--- config.mk ---
export PLATFORM = sky130hd
export DESIGN_NAME = r_inst_loader
export DESIGN_NICKNAME = d
export VERILOG_FILES = /design/src/rtl/r_cpu_pkg.sv /design/src/rtl/r_encoder.sv /design/src/rtl/r_inst_loader.sv
export SDC_FILE = /design/constraint.sdc
export NUM_CORES = 1
export LEC_CHECK = 0
export CORE_UTILIZATION = 47
export DETAILED_ROUTE_END_ITERATION = 10
export GPL_TIMING_DRIVEN = 0
export PLACE_DENSITY = 0.78
export SETUP_SLACK_MARGIN = 0.2
export SYNTH_ARGS = -nofsm -noshare
export SYNTH_HDL_FRONTEND = slang
export SYNTH_HIERARCHICAL = 1
export SYNTH_SLANG_ARGS = --single-unit
export TNS_END_PERCENT = 5
--- constraint.sdc ---
create_clock -name clk -period 5.1 [get_ports clk]
set_input_delay 0.765 -clock clk [delete_from_list [all_inputs] [get_ports clk]]
set_output_delay 0.765 -clock clk [all_outputs]
set_load 0.01 [all_outputs]
--- src/rtl/r_cpu_pkg.sv ---
// Shared R-type CPU constants: ALU operation codes (as produced by the
// decoder), R-type function codes, the R-type opcode and the instruction
// loader state type.
// Optional feature macro: R_LOADER_NOP_PAD_EN adds the PAD loader state.
package r_cpu_pkg;

  localparam logic [3:0] ALU_AND  = 4'b0000;
  localparam logic [3:0] ALU_OR   = 4'b0001;
  localparam logic [3:0] ALU_XOR  = 4'b0010;
  localparam logic [3:0] ALU_NOR  = 4'b0011;
  localparam logic [3:0] ALU_ADD  = 4'b0100;
  localparam logic [3:0] ALU_SUB  = 4'b0101;
  localparam logic [3:0] ALU_SLT  = 4'b0110;
  localparam logic [3:0] ALU_SLLV = 4'b0111;

  localparam logic [5:0] FUNC_AND  = 6'b100100;
  localparam logic [5:0] FUNC_OR   = 6'b100101;
  localparam logic [5:0] FUNC_XOR  = 6'b100110;
  localparam logic [5:0] FUNC_NOR  = 6'b100111;
  localparam logic [5:0] FUNC_ADD  = 6'b100000;
  localparam logic [5:0] FUNC_SUB  = 6'b100010;
  localparam logic [5:0] FUNC_SLT  = 6'b101010;
  localparam logic [5:0] FUNC_SLLV = 6'b000100;

  localparam logic [5:0] OP_RTYPE = 6'b000000;

  typedef enum logic [2:0] {
    LD_IDLE,
    LD_LOAD,
    LD_FLUSH,
`ifdef R_LOADER_NOP_PAD_EN
    LD_PAD,
`endif
    LD_DONE
  } loader_state_t;

endpackage

--- src/rtl/r_encoder.sv ---
// Combinational R-type instruction encoder.
// Ports: alu_op/rs/rt/rd in; word = {OP_RTYPE, rs, rt, rd, shamt=0, func}
// out, op_valid low for the unused ALU codes 1000-1111 (word func is 0 then).
module r_encoder
  import r_cpu_pkg::*;
(
  input  logic [3:0]  alu_op,
  input  logic [4:0]  rs,
  input  logic [4:0]  rt,
  input  logic [4:0]  rd,
  output logic [31:0] word,
  output logic        op_valid
);

  logic [5:0] func;

  always_comb begin
    func     = '0;
    op_valid = 1'b1;
    case (alu_op)
      ALU_AND:  func = FUNC_AND;
      ALU_OR:   func = FUNC_OR;
      ALU_XOR:  func = FUNC_XOR;
      ALU_NOR:  func = FUNC_NOR;
      ALU_ADD:  func = FUNC_ADD;
      ALU_SUB:  func = FUNC_SUB;
      ALU_SLT:  func = FUNC_SLT;
      ALU_SLLV: func = FUNC_SLLV;
      default:  op_valid = 1'b0;
    endcase
  end

  assign word = {OP_RTYPE, rs, rt, rd, 5'b00000, func};

endmodule

--- src/rtl/r_inst_loader.sv ---
// Instruction-memory program loader for the R-type CPU.
// Accepts instruction requests over valid/ready, encodes them and writes
// them to consecutive instruction-memory addresses (registered write port,
// one cycle after acceptance). Holds the CPU in reset until the final write
// has committed.
// Ports: clk, reset (async, active-high), start; request in_valid/in_ready,
// in_alu_op, in_rs/in_rt/in_rd, in_last; memory mem_we/mem_addr/mem_wdata;
// status cpu_reset, done, err (sticky per load).
// Optional feature macro: R_LOADER_NOP_PAD_EN fills the unused tail of the
// memory with all-zero words before releasing the CPU.
module r_inst_loader
  import r_cpu_pkg::*;
#(
  parameter int unsigned DEPTH  = 64,
  parameter int unsigned ADDR_W = 6
) (
  input  logic              clk,
  input  logic              reset,
  input  logic              start,
  input  logic              in_valid,
  output logic              in_ready,
  input  logic [3:0]        in_alu_op,
  input  logic [4:0]        in_rs,
  input  logic [4:0]        in_rt,
  input  logic [4:0]        in_rd,
  input  logic              in_last,
  output logic              mem_we,
  output logic [ADDR_W-1:0] mem_addr,
  output logic [31:0]       mem_wdata,
  output logic              cpu_reset,
  output logic              done,
  output logic              err
);

  localparam logic [ADDR_W-1:0] LAST_ADDR = ADDR_W'(DEPTH - 1);

  loader_state_t     state;
  logic [ADDR_W-1:0] ptr;
  logic [31:0]       enc_word;
  logic              enc_valid;
  logic              xfer;
`ifdef R_LOADER_NOP_PAD_EN
  // Set once DEPTH-1 has been written; lets FLUSH decide between PAD and
  // DONE even though the pointer has wrapped back to 0.
  logic              full;
`endif

  r_encoder u_encoder (
    .alu_op   (in_alu_op),
    .rs       (in_rs),
    .rt       (in_rt),
    .rd       (in_rd),
    .word     (enc_word),
    .op_valid (enc_valid)
  );

  assign in_ready  = (state == LD_LOAD);
  assign xfer      = in_valid && in_ready;
  assign cpu_reset = (state != LD_DONE);
  assign done      = (state == LD_DONE);

  always_ff @(posedge clk or posedge reset) begin
    if (reset) begin
      state     <= LD_IDLE;
      ptr       <= '0;
      mem_we    <= 1'b0;
      mem_addr  <= '0;
      mem_wdata <= '0;
      err       <= 1'b0;
`ifdef R_LOADER_NOP_PAD_EN
      full      <= 1'b0;
`endif
    end else begin
      mem_we <= 1'b0;
      case (state)
        LD_IDLE, LD_DONE: begin
          if (start) begin
            state <= LD_LOAD;
            ptr   <= '0;
            err   <= 1'b0;
`ifdef R_LOADER_NOP_PAD_EN
            full  <= 1'b0;
`endif
          end
        end
        LD_LOAD: begin
          if (xfer) begin
            if (enc_valid) begin
              mem_we    <= 1'b1;
              mem_addr  <= ptr;
              mem_wdata <= enc_word;
              ptr       <= ptr + ADDR_W'(1);
              // The top address always ends the program; without in_last
              // it is an overflow.
              if (ptr == LAST_ADDR) begin
                state <= LD_FLUSH;
                if (!in_last) err <= 1'b1;
`ifdef R_LOADER_NOP_PAD_EN
                full  <= 1'b1;
`endif
              end else if (in_last) begin
                state <= LD_FLUSH;
              end
            end else begin
              // Invalid op: accepted and flagged, but nothing written.
              err <= 1'b1;
              if (in_last) state <= LD_FLUSH;
            end
          end
        end
        LD_FLUSH: begin
`ifdef R_LOADER_NOP_PAD_EN
          // FLUSH is reused after PAD; full then routes it to DONE.
          state <= full ? LD_DONE : LD_PAD;
`else
          state <= LD_DONE;
`endif
        end
`ifdef R_LOADER_NOP_PAD_EN
        LD_PAD: begin
          mem_we    <= 1'b1;
          mem_addr  <= ptr;
          mem_wdata <= '0;
          ptr       <= ptr + ADDR_W'(1);
          if (ptr == LAST_ADDR) begin
            full  <= 1'b1;
            state <= LD_FLUSH;
          end
        end
`endif
        default: state <= LD_IDLE;
      endcase
    end
  end

endmodule

### Yosys cells after proc, flatten, opt, wreduce, memory -nomap -nowiden

Index checks and enable logic that the tools add are counted.

* equal/unequal tests: 17
* multiplexer cells: 21
* reductions and logical operators: 10
* $add $sub $neg: 1

Operators by type and width (number)
* $pmux 6 s8: 1
* $mux 6: 3
* $eq 4x3->1 const B: 4
* $mux 3: 5
* $pmux 6 s2: 1
* $mux 1: 9
* $pmux 3 s3: 1
* $eq 4x2->1 const B: 2
* $reduce_or 8->1: 1
* $add 6x1->6 const B: 1
* $eq 3x2->1 const B: 2
* $eq 6x6->1 const B: 1
* $ne 3x2->1 const B: 2
* $reduce_and 5->1: 1
* $eq 4x1->1 const B: 1
* $logic_not 4->1: 1
* $ne 2x1->1 const B: 2
* $reduce_and 4->1: 1
* $eq 3x1->1 const B: 1
* $logic_not 3->1: 1
* $ne 3x3->1 const B: 1
* $reduce_and 3->1: 1
* $ne 2x2->1 const B: 1
* $pmux 1 s2: 1
* other kinds (4): 4

* flip-flop bits (word level): 38
* output and inout bits: 43
* bits of input ports: 24

### Depth between registers and ports, before layout

* word-level depth: 6
* mapped depth: 8
* gate-level depth less buffers: 5

### By module

Netlist, hierarchy kept.

Modules (own cells, without submodules)
* r_inst_loader: area an instance 2189.6 sq um, seq. area each 1226.2 sq um, instances 1, cells an instance 146
* r_encoder: area an instance 267.8 sq um, seq. area each 0.0 sq um, instances 1, cells an instance 38

### Worst setup path before layout

Ideal clock, no wire load.

* kind: reg-to-reg
* start: register state[1]
* end: register mem_wdata[12]
* path slack: 3.259 ns
* path buffers: 3
* arrival time: 1.716 ns
* stages on the path, launching flop included: 9
* path through: dfrtp_1 buf_2 or3b_1 buf_6 clkinv_4 nand3_4 clkinv_4 buf_12 mux2_4

* word-level cells in the longest chain between the ends: 3

Ends and longest elaborated chain
* from (decl): RTL line r_inst_loader.sv:37 `loader_state_t state;`
* from (signal assigned): RTL line r_inst_loader.sv:64 `state <= LD_IDLE;`
* from (signal assigned): RTL line r_inst_loader.sv:78 `state <= LD_LOAD;`
* from (signal assigned): RTL line r_inst_loader.sv:96 `state <= LD_FLUSH;`
* $eq 3x1->1 (*): RTL line r_inst_loader.sv:57 `assign in_ready = (state == LD_LOAD);`
* net in_ready: RTL line r_inst_loader.sv:21 `output logic in_ready,`
* $logic_and 1x1->1: RTL line r_inst_loader.sv:58 `assign xfer = in_valid && in_ready;`
* $reduce_and 3->1 (no source line) (*)
* to (signal assigned): RTL line r_inst_loader.sv:91 `mem_wdata <= enc_word;`
* to (decl): RTL line r_inst_loader.sv:29 `output logic [31:0] mem_wdata,`

The timed path passes the listed nets; every way through them passes the cells marked *.
A chain may end at the register's enable or synchronous reset.

### Final worst setup path

* start: register state[1]
* end: output in_ready

* word-level cells in the longest chain between the ends: 1

Ends and longest elaborated chain (RTL line)
* $eq 3x1->1: r_inst_loader.sv:57
* to (decl): r_inst_loader.sv:21

Every way passes these cells.

==> flow_summary.yaml <==
outcome:
  outcome: "finished clean"
clock_tree:
  cts_htree_levels: 2
  clock_sinks: 49
  cts.path.max_buffers: 2
  cts_tree: "yes"
  clock_latency_ns: 0.28
  post-cts-setup-buffers: 0
  postCtsResizedCells: 0
  cts_root_buf: "clkbuf_8"
  path_clk_slew_ns: 0.08
  hold_buffers: 0
  cts_buffers: 5
routing:
  via_count: 1526
  vias_per_cell: 4.77
  wirelength_um: 4300
  firstDrtPassIters: 4
  dr.first_iter.drc_count: 27
  routedWlPerCell_um: 13.5
  drc: 0
  ant_nets: 0
cells_and_area:
  area_delta_synth_final_pct: 29.7
  final_area_sq_mm: 0.00319
  final_nets: 279
  diodes: 0
  drive_above_1_share: 0.324
  fin_cells: 320
grt:
  grt_max_degree: 32
  antenna_found_initial: 0
  grt_pass1_vias: 1441
  grt_pass1_wl_um: 6850
  grt_usage: 0.167
  overflow: 0
synth:
  synthXorXnorAreaFrac: 0.00356
  syn_inst: 184
  synth.distinct_cells: 43
  synth-edff-count: 0
  yosysSeqAreaShare: 0.499
  synth_largest_area_cell: "dfrtp_1"
  yosysMostFrequentCell: "dfrtp_1"
  yosys-top-cells-area: "dfrtp_1 50%, mux2_4 18%, buf_4 8.2%"
  synthArstFlopShare: 1.00
  ys_ff_latch: 49
  avgSynthCellArea_sq_um: 13.4
  synth_flop_cell: "dfrtp_1"
  synthAdderAreaFrac: 0.00509
  synth_top_family_by_area: "multiplexers"
  synthTopCellsByCount: "49 x dfrtp_1, 29 x mux2_4, 27 x buf_4, 10 x nand2_1"
  synth_area_sq_mm: 0.00246
  yosys_warnings: 6
  synth_compound_area_frac: 0.0738
  synth_simple_gate_area_frac: 0.0565
  synth_top_area_frac: 0.499
  synthMuxAreaShare: 0.226
timing:
  finClkSkew_ns: 0.00341
  finalCritPeriodShare: 0.528
  hold_ws_ns: 0.511
  slew_headroom: 0.655
  slew_viol_final: 0
  rsz0062_at_grt: "no"
  min_period_ns: 2.69
  worst_pin_slew_ns: 0.517
  setup_tns_ns: 0
  timing.fmax_mhz: 372
  hold_viol_final: 0
  setup_viol: 0
worst_setup_path:
  r2r_start: "state[1]"
  slowest_delay_ns: 0.53
  crit_start: "state[1]"
  critical_path_arrival_ns: 1.93
  crit_path_top_delay_cell: "clkdlybuf4s50_1"
  crit_fanout: 8
  crit_required_ns: 4.34
  criticalPathCategory: "register to primary output"
  start_kind: "register"
  crit_path_end_kind: "primary output"
  path_cells: "buf_2, or3b_1, buf_6, clkinv_4, clkdlybuf4s50_1"
die:
  die_h_um: 74.3
  boundaryPins: 67
  core_sq_mm: 0.00488
  die_x_um: 74.3
  initial_utilization: 0.504
  dieArea_sq_mm: 0.00552
  rows: 25
placement:
  hpwl_um: 3100
  io_buffer_count: 51
  placed_area_sq_mm: 0.00311
  dp.cells: 314
  gp_congestion: 0.859
pwr:
  cellPowerDensity_mw_per_mm2: 458
  power_mw: 1.46
  ir_worst_vdd_v: 0.000272
  p_leak_nw: 1.47
flow_run:
  cap_violations: 0
min_path:
  min_from: "mem_wdata[2]"
  hold_path.class: "register to register"
==> where the power goes <==
group          switching, mW  internal [mW]  leakage, nW  total (mW)
clock                  0.114         0.0904       0.0399       0.204
sequential            0.0880          0.533        0.623       0.621
combinational          0.207          0.428        0.811       0.635
==> logic make-up (layout without fill, tap and decap cells) <==
logic type	Yosys count	after routing
xor+xnor	1	1
mux	40	40
buf+inv	42	100
other cells	2	13
simple gates	24	24
fa+ha+maj	1	1
flops	49	49
compound gates	25	25
==> critical path: cells and delay by family (launching register included) <==
family	cells	cell delay (ns)
flip-flops	1	0.36
AND/OR/NAND/NOR	1	0.37
buffers and inverters	4	0.91
==> cell usage in the layout, fill, tap and decap left out, types with 3 or more instances in the layout <==
| cell | Yosys | routed |
|---|---|---|
| clkdlybuf4s50_1 | 0 | 51 |
| dfrtp_1 | 49 | 49 |
| mux2_4 | 29 | 29 |
| buf_4 | 27 | 27 |
| conb_1 | 2 | 13 |
| nand2_1 | 10 | 10 |
| mux2_2 | 8 | 8 |
| inv_1 | 8 | 7 |
| o21ai_0 | 5 | 5 |
| clkbuf_8 | 0 | 5 |
| buf_12 | 3 | 4 |
| mux2i_1 | 3 | 3 |
| nand3_1 | 3 | 3 |
==> final cells by class <==
| type | count | area [sq um] |
|---|---|---|
| Tap cell | 67 | 83.8 |
| Sequential cell | 49 | 1230 |
| Inverter | 10 | 47.5 |
| Buffer | 32 | 279 |
| Clock buffer | 5 | 68.8 |
| Fill cell | 394 | 1690 |
| Clock inverter | 1 | 5.00 |
| Timing Repair Buffer | 52 | 531 |
| Multi-Input combinational cell | 104 | 946 |
==> flip-flops by register name, indices dropped and copies added (netlist names) <==
name and flops:
err 1, mem_addr 6, mem_wdata 32, mem_we 1
ptr 6, state 3
==> worst paths after layout <==
kind	to	slack [ns]	cells after the start
max in group asynchronous	err	3.81	3
worst min register to register	mem_wdata[2]	0.51	1
worst min-delay path	mem_wdata[2]	0.51	1
worst max register to register	mem_wdata[25]	3.11	8
worst max-delay path	in_ready	2.41	5
min in group asynchronous	mem_we	0.79	2
==> metrics by stage <==
stage | utilization | worst slack [ns]
floorplan | - | 3.16
global placement | 0.634 | 2.22
detailed placement | 0.638 | 2.67
CTS | 0.653 | 2.40
global route | 0.653 | 2.33
finish | 0.653 | 2.41
==> metal layers <==
metal  vias up  GRT usage  part of all wire
met4         0     0.0503            0.0067
met5         -          0                 0
li1        735          -                 -
met2        45      0.277              0.49
met1       744      0.211              0.45
met3         2     0.0528             0.053
Note: power is estimated with default switching activity, not from simulation.
